**src/rtl/clk_cmd_writer.sv**
```systemverilog
// Command-frame writer: parses A5/ADDR/DATA/CSUM frames and strobes one wcmd line with cmd held stable.
// Optional build macro CLK_CMD_TIMEOUT_EN enables the inter-byte timeout inside a frame.
module clk_cmd_writer #(
    parameter int NUM_TARGETS = 4,
    parameter int STROBE_LEN  = 4,
    parameter int TIMEOUT     = 1023
) (
    input  logic                   CLK,
    input  logic                   nRST,
    input  logic [7:0]             rx_data,
    input  logic                   rx_valid,
    output logic                   rx_ready,
    output logic [7:0]             cmd,
    output logic [NUM_TARGETS-1:0] wcmd,
    output logic                   busy,
    output logic                   err,
    output logic [2:0]             o_dbg_state
);

    typedef enum logic [2:0] {
        S_HUNT   = 3'd0,
        S_ADDR   = 3'd1,
        S_DATA   = 3'd2,
        S_CSUM   = 3'd3,
        S_SETUP  = 3'd4,
        S_STROBE = 3'd5,
        S_HOLD   = 3'd6
    } state_t;

    localparam logic [7:0] LP_SYNC    = 8'hA5;
    localparam logic [7:0] LP_NT      = 8'(NUM_TARGETS);
    localparam logic [7:0] LP_SL_LAST = 8'(STROBE_LEN - 1);

    if (NUM_TARGETS < 1 || NUM_TARGETS > 16 || STROBE_LEN < 1 || STROBE_LEN > 255 ||
        TIMEOUT < 1 || TIMEOUT > 65535) begin : g_bad_params
        $error("clk_cmd_writer: parameter out of legal range");
    end

    state_t                   r_state, w_state_nxt;
    logic [7:0]               r_addr, w_addr_nxt;
    logic [7:0]               r_data, w_data_nxt;
    logic [7:0]               r_cmd, w_cmd_nxt;
    logic [NUM_TARGETS-1:0]   r_wcmd, w_wcmd_nxt;
    logic                     r_err, w_err_nxt;
    logic [7:0]               r_cnt, w_cnt_nxt;
    logic [NUM_TARGETS-1:0]   w_onehot;
    logic                     w_rx_ready;
    logic                     w_accept;
    logic                     w_csum_ok;
`ifdef CLK_CMD_TIMEOUT_EN
    localparam logic [15:0]   LP_TO_LAST = 16'(TIMEOUT - 1);
    logic [15:0]              r_to, w_to_nxt;
`endif

    // Handshake: a byte moves on a rising CLK edge where rx_valid && rx_ready; rx_ready depends on state only.
    assign w_rx_ready = (r_state == S_HUNT) || (r_state == S_ADDR) ||
                        (r_state == S_DATA) || (r_state == S_CSUM);
    assign w_accept   = rx_valid && w_rx_ready;
    assign w_csum_ok  = (rx_data == (r_addr ^ r_data)) && (r_addr < LP_NT);

    always_comb begin
        w_onehot = '0;
        for (int i = 0; i < NUM_TARGETS; i++) begin
            w_onehot[i] = (r_addr == 8'(i));
        end
    end

    always_comb begin
        w_state_nxt = r_state;
        w_addr_nxt  = r_addr;
        w_data_nxt  = r_data;
        w_cmd_nxt   = r_cmd;
        w_wcmd_nxt  = r_wcmd;
        w_err_nxt   = 1'b0;
        w_cnt_nxt   = r_cnt;
        case (r_state)
            S_HUNT: begin
                if (w_accept && rx_data == LP_SYNC) w_state_nxt = S_ADDR;
            end
            S_ADDR: begin
                if (w_accept) begin
                    w_addr_nxt  = rx_data;
                    w_state_nxt = S_DATA;
                end
            end
            S_DATA: begin
                if (w_accept) begin
                    w_data_nxt  = rx_data;
                    w_state_nxt = S_CSUM;
                end
            end
            S_CSUM: begin
                if (w_accept) begin
                    if (w_csum_ok) begin
                        w_cmd_nxt   = r_data;
                        w_state_nxt = S_SETUP;
                    end else begin
                        w_err_nxt   = 1'b1;
                        w_state_nxt = S_HUNT;
                    end
                end
            end
            S_SETUP: begin
                w_wcmd_nxt  = w_onehot;
                w_cnt_nxt   = '0;
                w_state_nxt = S_STROBE;
            end
            S_STROBE: begin
                if (r_cnt == LP_SL_LAST) begin
                    w_wcmd_nxt  = '0;
                    w_state_nxt = S_HOLD;
                end else begin
                    w_cnt_nxt = r_cnt + 8'd1;
                end
            end
            S_HOLD:  w_state_nxt = S_HUNT;
            default: w_state_nxt = S_HUNT;
        endcase
`ifdef CLK_CMD_TIMEOUT_EN
        // Idle time is only measured while a frame is partially received.
        w_to_nxt = '0;
        if ((r_state == S_ADDR || r_state == S_DATA || r_state == S_CSUM) && !w_accept) begin
            if (r_to == LP_TO_LAST) begin
                w_err_nxt   = 1'b1;
                w_state_nxt = S_HUNT;
            end else begin
                w_to_nxt = r_to + 16'd1;
            end
        end
`endif
    end

    always_ff @(posedge CLK or negedge nRST) begin
        if (!nRST) begin
            r_state <= S_HUNT;
            r_addr  <= '0;
            r_data  <= '0;
            r_cmd   <= '0;
            r_wcmd  <= '0;
            r_err   <= 1'b0;
            r_cnt   <= '0;
`ifdef CLK_CMD_TIMEOUT_EN
            r_to    <= '0;
`endif
        end else begin
            r_state <= w_state_nxt;
            r_addr  <= w_addr_nxt;
            r_data  <= w_data_nxt;
            r_cmd   <= w_cmd_nxt;
            r_wcmd  <= w_wcmd_nxt;
            r_err   <= w_err_nxt;
            r_cnt   <= w_cnt_nxt;
`ifdef CLK_CMD_TIMEOUT_EN
            r_to    <= w_to_nxt;
`endif
        end
    end

    assign rx_ready    = w_rx_ready;
    assign busy        = (r_state == S_SETUP) || (r_state == S_STROBE) || (r_state == S_HOLD);
    assign cmd         = r_cmd;
    assign wcmd        = r_wcmd;
    assign err         = r_err;
    assign o_dbg_state = r_state;

endmodule

```
**config.mk**
```make
export PLATFORM = sky130hd
export DESIGN_NAME = clk_cmd_writer
export DESIGN_NICKNAME = d
export VERILOG_FILES = /design/src/rtl/clk_cmd_writer.sv
export SDC_FILE = /design/constraint.sdc
export NUM_CORES = 1
export LEC_CHECK = 0
export ABC_AREA = 1
export ABC_CLOCK_PERIOD_IN_PS = 1500
export BUFFER_PORTS_ARGS = -buffer_cell sky130_fd_sc_hd__buf_2
export CORE_ASPECT_RATIO = 0.75
export CORE_MARGIN = 5
export CORE_UTILIZATION = 51
export CTS_CLUSTER_DIAMETER = 200
export DETAILED_ROUTE_END_ITERATION = 7
export GPL_TIMING_DRIVEN = 0
export PLACE_DENSITY = 0.76
export SYNTH_ARGS = -nofsm -noshare
export SYNTH_HDL_FRONTEND = slang
export SYNTH_SLANG_ARGS = --single-unit
```
**constraint.sdc**
```tcl
create_clock -name CLK -period 1.5 [get_ports CLK]
set_clock_uncertainty 0.05 [all_clocks]
set_input_delay 0.225 -clock CLK [delete_from_list [all_inputs] [get_ports CLK]]
set_output_delay 0.225 -clock CLK [all_outputs]
set_load 0.1 [all_outputs]
```
==> reports/metrics.csv, run 1 <==
stage,metric,value,unit
floorplan,row_count,20,
sta,setup-tns-final,-0.446,ns
drt,drc,0,
clock_tree,cts_buffers,5,
synth,synth-seq-cells,40,
floorplan,die-height,65.9,um
floorplan,start_util,0.528,
global_routing,grtUsageTotal,0.191,
setup_path,cpPeakStageDelay,0.42,ns
synth,synth.distinct_cells,27,
placed_design,pre_cts_slack,-0.173,ns
pwr,p_leak,1.42,nW
sta,maxSlewViolCount,0,
synth,syn_area,0.00213,mm^2
global_routing,grt_pass1_vias,1842,
finish,layout-drive-gt1-share,0.331,
global_routing,antenna_found_initial,0,
synth,avgSynthCellArea,7.85,um^2
finish,most-common-layout-cells,"77 x nand2_1, 36 x dfrtp_1, 26 x inv_1",
min_path,min_path_type,input port to async pin,
pwr,power,4.17,mW
sta,min_period,1.57,ns
run_status,status,finished with violations,
setup_path,reg2regPathDepth,7,
run,max-cap-violations,0,
finish,num_antenna_cells,0,
setup_path,critPathLaunchType,flop,
drt,vias,1916,
finish,area_growth,27.9,%
floorplan,fp.dieW,84.6,um
setup_path,rrSetupSlack,-0.07,ns
clock_tree,cts_tree,built,
finish,final_common_cell,nand2_1,
floorplan,die_area,0.00558,mm^2
finish,multiInputGateArea,0.00109,mm^2
placed_design,postPlaceCellArea,0.00238,mm^2
global_routing,grt_overflow_total,0,
clock_tree,clock-root-buffer,clkbuf_8,
clock_tree,clk_latency,0.30,ns
global_routing,grt_pass1_wl,8.44,mm
setup_path,required,1.69,ns
run_status,violations,"hold timing, setup timing",
setup_path,r2r-end,cmd[0],
pwr,p_per_area,1530,mW/mm^2
setup_path,worstSetupPathType,flop to flop,
finish,finalCoreUtilization,0.675,
sta,fin_ws,-0.0682,ns
sta,worst_slew_pin_slew,0.871,ns
drt,drt-total-wl,5.01,mm
placed_design,port_buffers,28,
synth,netlist_instances,271,
sta,setup_viol,9,
setup_path,cp_num_buf_inv,2,
global_routing,grt_max_degree,41,
finish,nFillCells,341,
finish,fin_cells,375,
synth,synth_seq_area_share,0.471,
floorplan,io_pins,29,
finish,ff_latch_area,0.00101,mm^2
placed_design,gp_congestion,0.820,
drt,routed_via_density,5.11,
finish,nNetsFinal,331,
drt,postRouteAntennaNets,0,
drt,dr.pass1.iters,4,
finish,fin_area,0.00272,mm^2
sta,maxClockFrequency,638,MHz
pwr,vdd_ir_drop_max,953,uV
setup_path,crit_family,flip-flops,
synth,syn_nets,283,
placed_design,hpwl,3.43,mm
sta,finalHoldViolCount,16,
clock_tree,h-tree-depth,2,
drt,drt-initial-drc-count,135,
sta,rsz0062_at_grt,yes,
floorplan,core_region_area,0.00403,mm^2
placed_design,dp.cells,354,
clock_tree,cts.sinks,40,
clock_tree,clock_path_buffers,2,
setup_path,cp_slowest_cell,dfrtp_1,
clock_tree,clk_pin_slew_worst_paths,0.08,ns
drt,drt-wirelength-per-cell,13.4,um
sta,post-route-period-util,1.05,
sta,holdWs,-0.00578,ns
setup_path,reg2reg_from,r_addr[4],
synth,yosysWarnings,0,
setup_path,crit_chain,"buf_4, xnor2_1, xor2_1, nor2_4, buf_6, nand4_1, nand2_1",
setup_path,cp_max_fo,7,
setup_path,worstPathArrival,1.76,ns
setup_path,cp-end-kind,flop,
sta,max_slew_margin,0.419,
==> worst register-to-register path, cell delays in order, from the launching register on <==
cell and delay [ns]:
dfrtp_1 0.42, buf_4 0.16, xnor2_1 0.12, xor2_1 0.18
nor2_4 0.24, buf_6 0.15, nand4_1 0.10, nand2_1 0.08
==> how the worst max path moves through the flow <==
stage,from,to,slack [ns],depth (start not counted)
global route,r_addr[4],cmd[5],-0.17,10
global placement,o_dbg_state[2],r_data[7],-0.13,5
floorplan,o_dbg_state[2],r_cnt[2],-0.09,9
finish,r_addr[4],cmd[0],-0.07,7
CTS,r_addr[4],cmd[0],-0.07,7
detailed placement,o_dbg_state[2],r_data[7],-0.17,5
==> kinds of logic (layout without fill, tap and decap cells) <==
group                    Yosys count  count (layout)  share of synthesized area
XOR/XNOR                           6               6                     0.0247
AO/OA/AOI/OAI                     34              34                     0.0841
adder cells (fa/ha/maj)            1               1                    0.00588
AND/OR/NAND/NOR                  150             151                      0.344
buffers and inverters             40              88                     0.0712
flip-flops                        40              40                      0.471
==> sequential cells by signal (all words and copies together), names as in the netlist <==
register / cells
o_dbg_state: 3
r_addr: 8
wcmd: 4
err: 1
r_data: 8
cmd: 8
r_cnt: 8
==> cells in the mapped netlist <==
cell | count | area, um^2
nand2_1 | 86 | 323
dfrtp_1 | 40 | 1000
inv_1 | 27 | 101
nand3_1 | 18 | 90.1
o21ai_0 | 18 | 90.1
nand4_1 | 12 | 75.1
inv_2 | 10 | 37.5
nor2_1 | 10 | 37.5
nand2_2 | 9 | 56.3
o21ai_1 | 8 | 40.0
nor2_2 | 5 | 31.3
nor2_4 | 5 | 56.3
a21oi_1 | 4 | 20.0
xor2_1 | 4 | 35.0
o211ai_1 | 2 | 15.0
xnor2_1 | 2 | 17.5
a21o_1 | 1 | 7.51
buf_2 | 1 | 5.00
clkbuf_1 | 1 | 3.75
clkinv_1 | 1 | 3.75
ha_1 | 1 | 12.5
nand2_4 | 1 | 11.3
nand3_4 | 1 | 17.5
nand3b_1 | 1 | 7.51
nor2_8 | 1 | 20.0
nor3_1 | 1 | 5.00
o22ai_1 | 1 | 6.26
==> what timing repair did <==
item	CTS	global route
setup buffers	7	5
hold buffers	0	0
pin swaps	9	6
gates resized for setup	18	22
endpoints found under the setup margin	23	35
cloned	1	0
==> cell type report <==
type                            count  share of cell area
Sequential cell                    40               0.372
Inverter                           38              0.0584
Multi-Input combinational cell    192               0.400
Tap cell                           55              0.0253
Clock buffer                        5              0.0253
Timing Repair Buffer               40               0.107
Clock inverter                      3             0.00690
Buffer                              2             0.00460
==> power breakdown <==
group          internal (mW)  total, mW  switching [mW]
clock                  0.324      0.712           0.388
combinational          0.699       1.84            1.14
sequential              1.32       1.62           0.294
total                   2.34       4.17            1.82
==> layer usage <==
layer,vias to the layer above,track usage,share of wire
met5,-,0,0
met4,0,0.0534,0.0068
met3,4,0.0473,0.064
met2,50,0.291,0.45
li1,967,-,-
met1,895,0.271,0.48
Note: power is estimated with default switching activity, not from simulation.
==> inputs of run 2 (changes only) <==
SKIP_CTS_REPAIR_TIMING = 1   (was not set)
==> reports/metrics.csv, run 2 (synthesized netlist as in run 1, its figures left out) <==
stage,metric,value,unit
global_routing,grt_pass1_vias,1766,
pwr,p_sw,1.76,mW
placed_design,gp_congestion,0.820,
min_path,min_path_type,input port to async pin,
drt,drt-wirelength-per-cell,13.3,um
finish,final_common_cell,nand2_1,
global_routing,grt_max_degree,41,
pwr,sequentialPowerShare,0.417,
placed_design,port_buffers,28,
setup_path,r2r-end,cmd[0],
setup_path,reg2reg_from,r_addr[5],
drt,drc,0,
global_routing,antenna_found_initial,0,
pwr,vdd_ir_drop_max,930,uV
run,max-cap-violations,0,
clock_tree,clock-root-buffer,clkbuf_8,
floorplan,fp.dieW,84.6,um
finish,area_growth,24.2,%
pwr,p_int,2.18,mW
sta,max_slew_margin,0.410,
drt,vias,1874,
clock_tree,cts.sinks,40,
finish,nNetsFinal,327,
setup_path,rrSetupSlack,-0.10,ns
pwr,pwr-share-comb,0.401,
clock_tree,h-tree-depth,2,
clock_tree,clk_pin_slew_worst_paths,0.08,ns
drt,drt-initial-drc-count,98,
clock_tree,clk_latency,0.29,ns
sta,post-route-period-util,1.07,
setup_path,cp-end-kind,flop,
sta,maxSlewViolCount,0,
finish,finalCoreUtilization,0.656,
setup_path,cp_max_fo,6,
pwr,clkPwrFrac,0.181,
floorplan,core_region_area,0.00403,mm^2
clock_tree,cts_buffers,5,
sta,min_period,1.60,ns
run_status,violations,"hold timing, setup timing",
finish,most-common-layout-cells,"83 x nand2_1, 36 x dfrtp_1, 26 x inv_1",
clock_tree,clock_path_buffers,2,
finish,num_antenna_cells,0,
sta,finalHoldViolCount,1,
drt,postRouteAntennaNets,0,
global_routing,grt_overflow_total,0,
pwr,swShare,0.447,
drt,drt-total-wl,4.95,mm
floorplan,start_util,0.528,
sta,rsz0062_at_grt,yes,
floorplan,die_area,0.00558,mm^2
floorplan,row_count,20,
placed_design,hpwl,3.43,mm
floorplan,io_pins,29,
setup_path,cp-startpoint,r_addr[5],
sta,setup_viol,10,
sta,fin_ws,-0.102,ns
global_routing,grt_pass1_wl,7.96,mm
finish,layout-drive-gt1-share,0.307,
drt,dr.pass1.iters,4,
setup_path,critPathLaunchType,flop,
setup_path,reg2regPathDepth,10,
setup_path,worstSetupPathType,flop to flop,
setup_path,worstPathArrival,1.79,ns
drt,routed_via_density,5.05,
pwr,p_per_area,1490,mW/mm^2
floorplan,die-height,65.9,um
sta,worst_slew_pin_slew,0.885,ns
pwr,p_leak,1.39,nW
clock_tree,cts_tree,built,
run_status,status,finished with violations,
sta,holdWs,-0.000656,ns
sta,maxClockFrequency,624,MHz
global_routing,grtUsageTotal,0.180,
setup_path,required,1.69,ns
[run 2: final cells by class]
type | count | area [um^2]
clock inverters | 3 | 18.8
flip-flops and latches | 40 | 1010
inverters | 38 | 156
plain buffers | 2 | 12.5
repair buffers | 36 | 233
multi-input cells | 192 | 1070
clock buffers | 5 | 68.8
fillers | 348 | 1390
well taps | 55 | 68.8
[run 2: power by group through the flow]
stage	registers [mW]	clock network [mW]	logic (mW)
floorplan	1.77	0	1.01
global placement	1.65	0	1.39
detailed placement	1.66	0	1.43
CTS	1.64	0.724	1.44
global route	1.68	0.769	1.77
finish	1.64	0.715	1.58
[run 2: metrics by stage]
step | cells | worst slack, ns | setup TNS [ns] | power (mW) | area, um^2
2_1_floorplan | 271 | -0.0944 | -0.402 | 2.78 | 2170
3_3_place_gp | 354 | -0.132 | -1.22 | 3.04 | 2380
3_5_place_dp | 354 | -0.173 | -1.87 | 3.08 | 2380
4_1_cts | 362 | -0.297 | -2.66 | 3.80 | 2470
5_1_grt | 371 | -0.219 | -1.85 | 4.22 | 2640
6_report | 371 | -0.102 | -0.565 | 3.94 | 2640
[run 2: how the worst max path moves through the flow]
stage                     cells past startpoint  slack [ns]        end
final                                        10       -0.10     cmd[0]
after global routing                         10       -0.22     cmd[0]
after CTS                                     4       -0.30       busy
after detailed placement                      5       -0.17  r_data[7]
after global placement                        5       -0.13  r_data[7]
after floorplan                               9       -0.09   r_cnt[2]
[run 2: metal layers]
layer | global-route usage | share of wire
met2 | 0.270 | 0.44
met5 | 0 | 0
met4 | 0.0534 | 0.010
met3 | 0.0473 | 0.056
met1 | 0.256 | 0.49
[run 2: critical path: stages (launching register included)]
cell and delay (ns):
dfrtp_1 0.42, nor2_2 0.13, nand2_2 0.07, nor2_4 0.12, nand2_2 0.07, nor2_4 0.11, nand2_4 0.08, nor2_8 0.16
buf_6 0.13, nand4_1 0.10, nand2_1 0.10
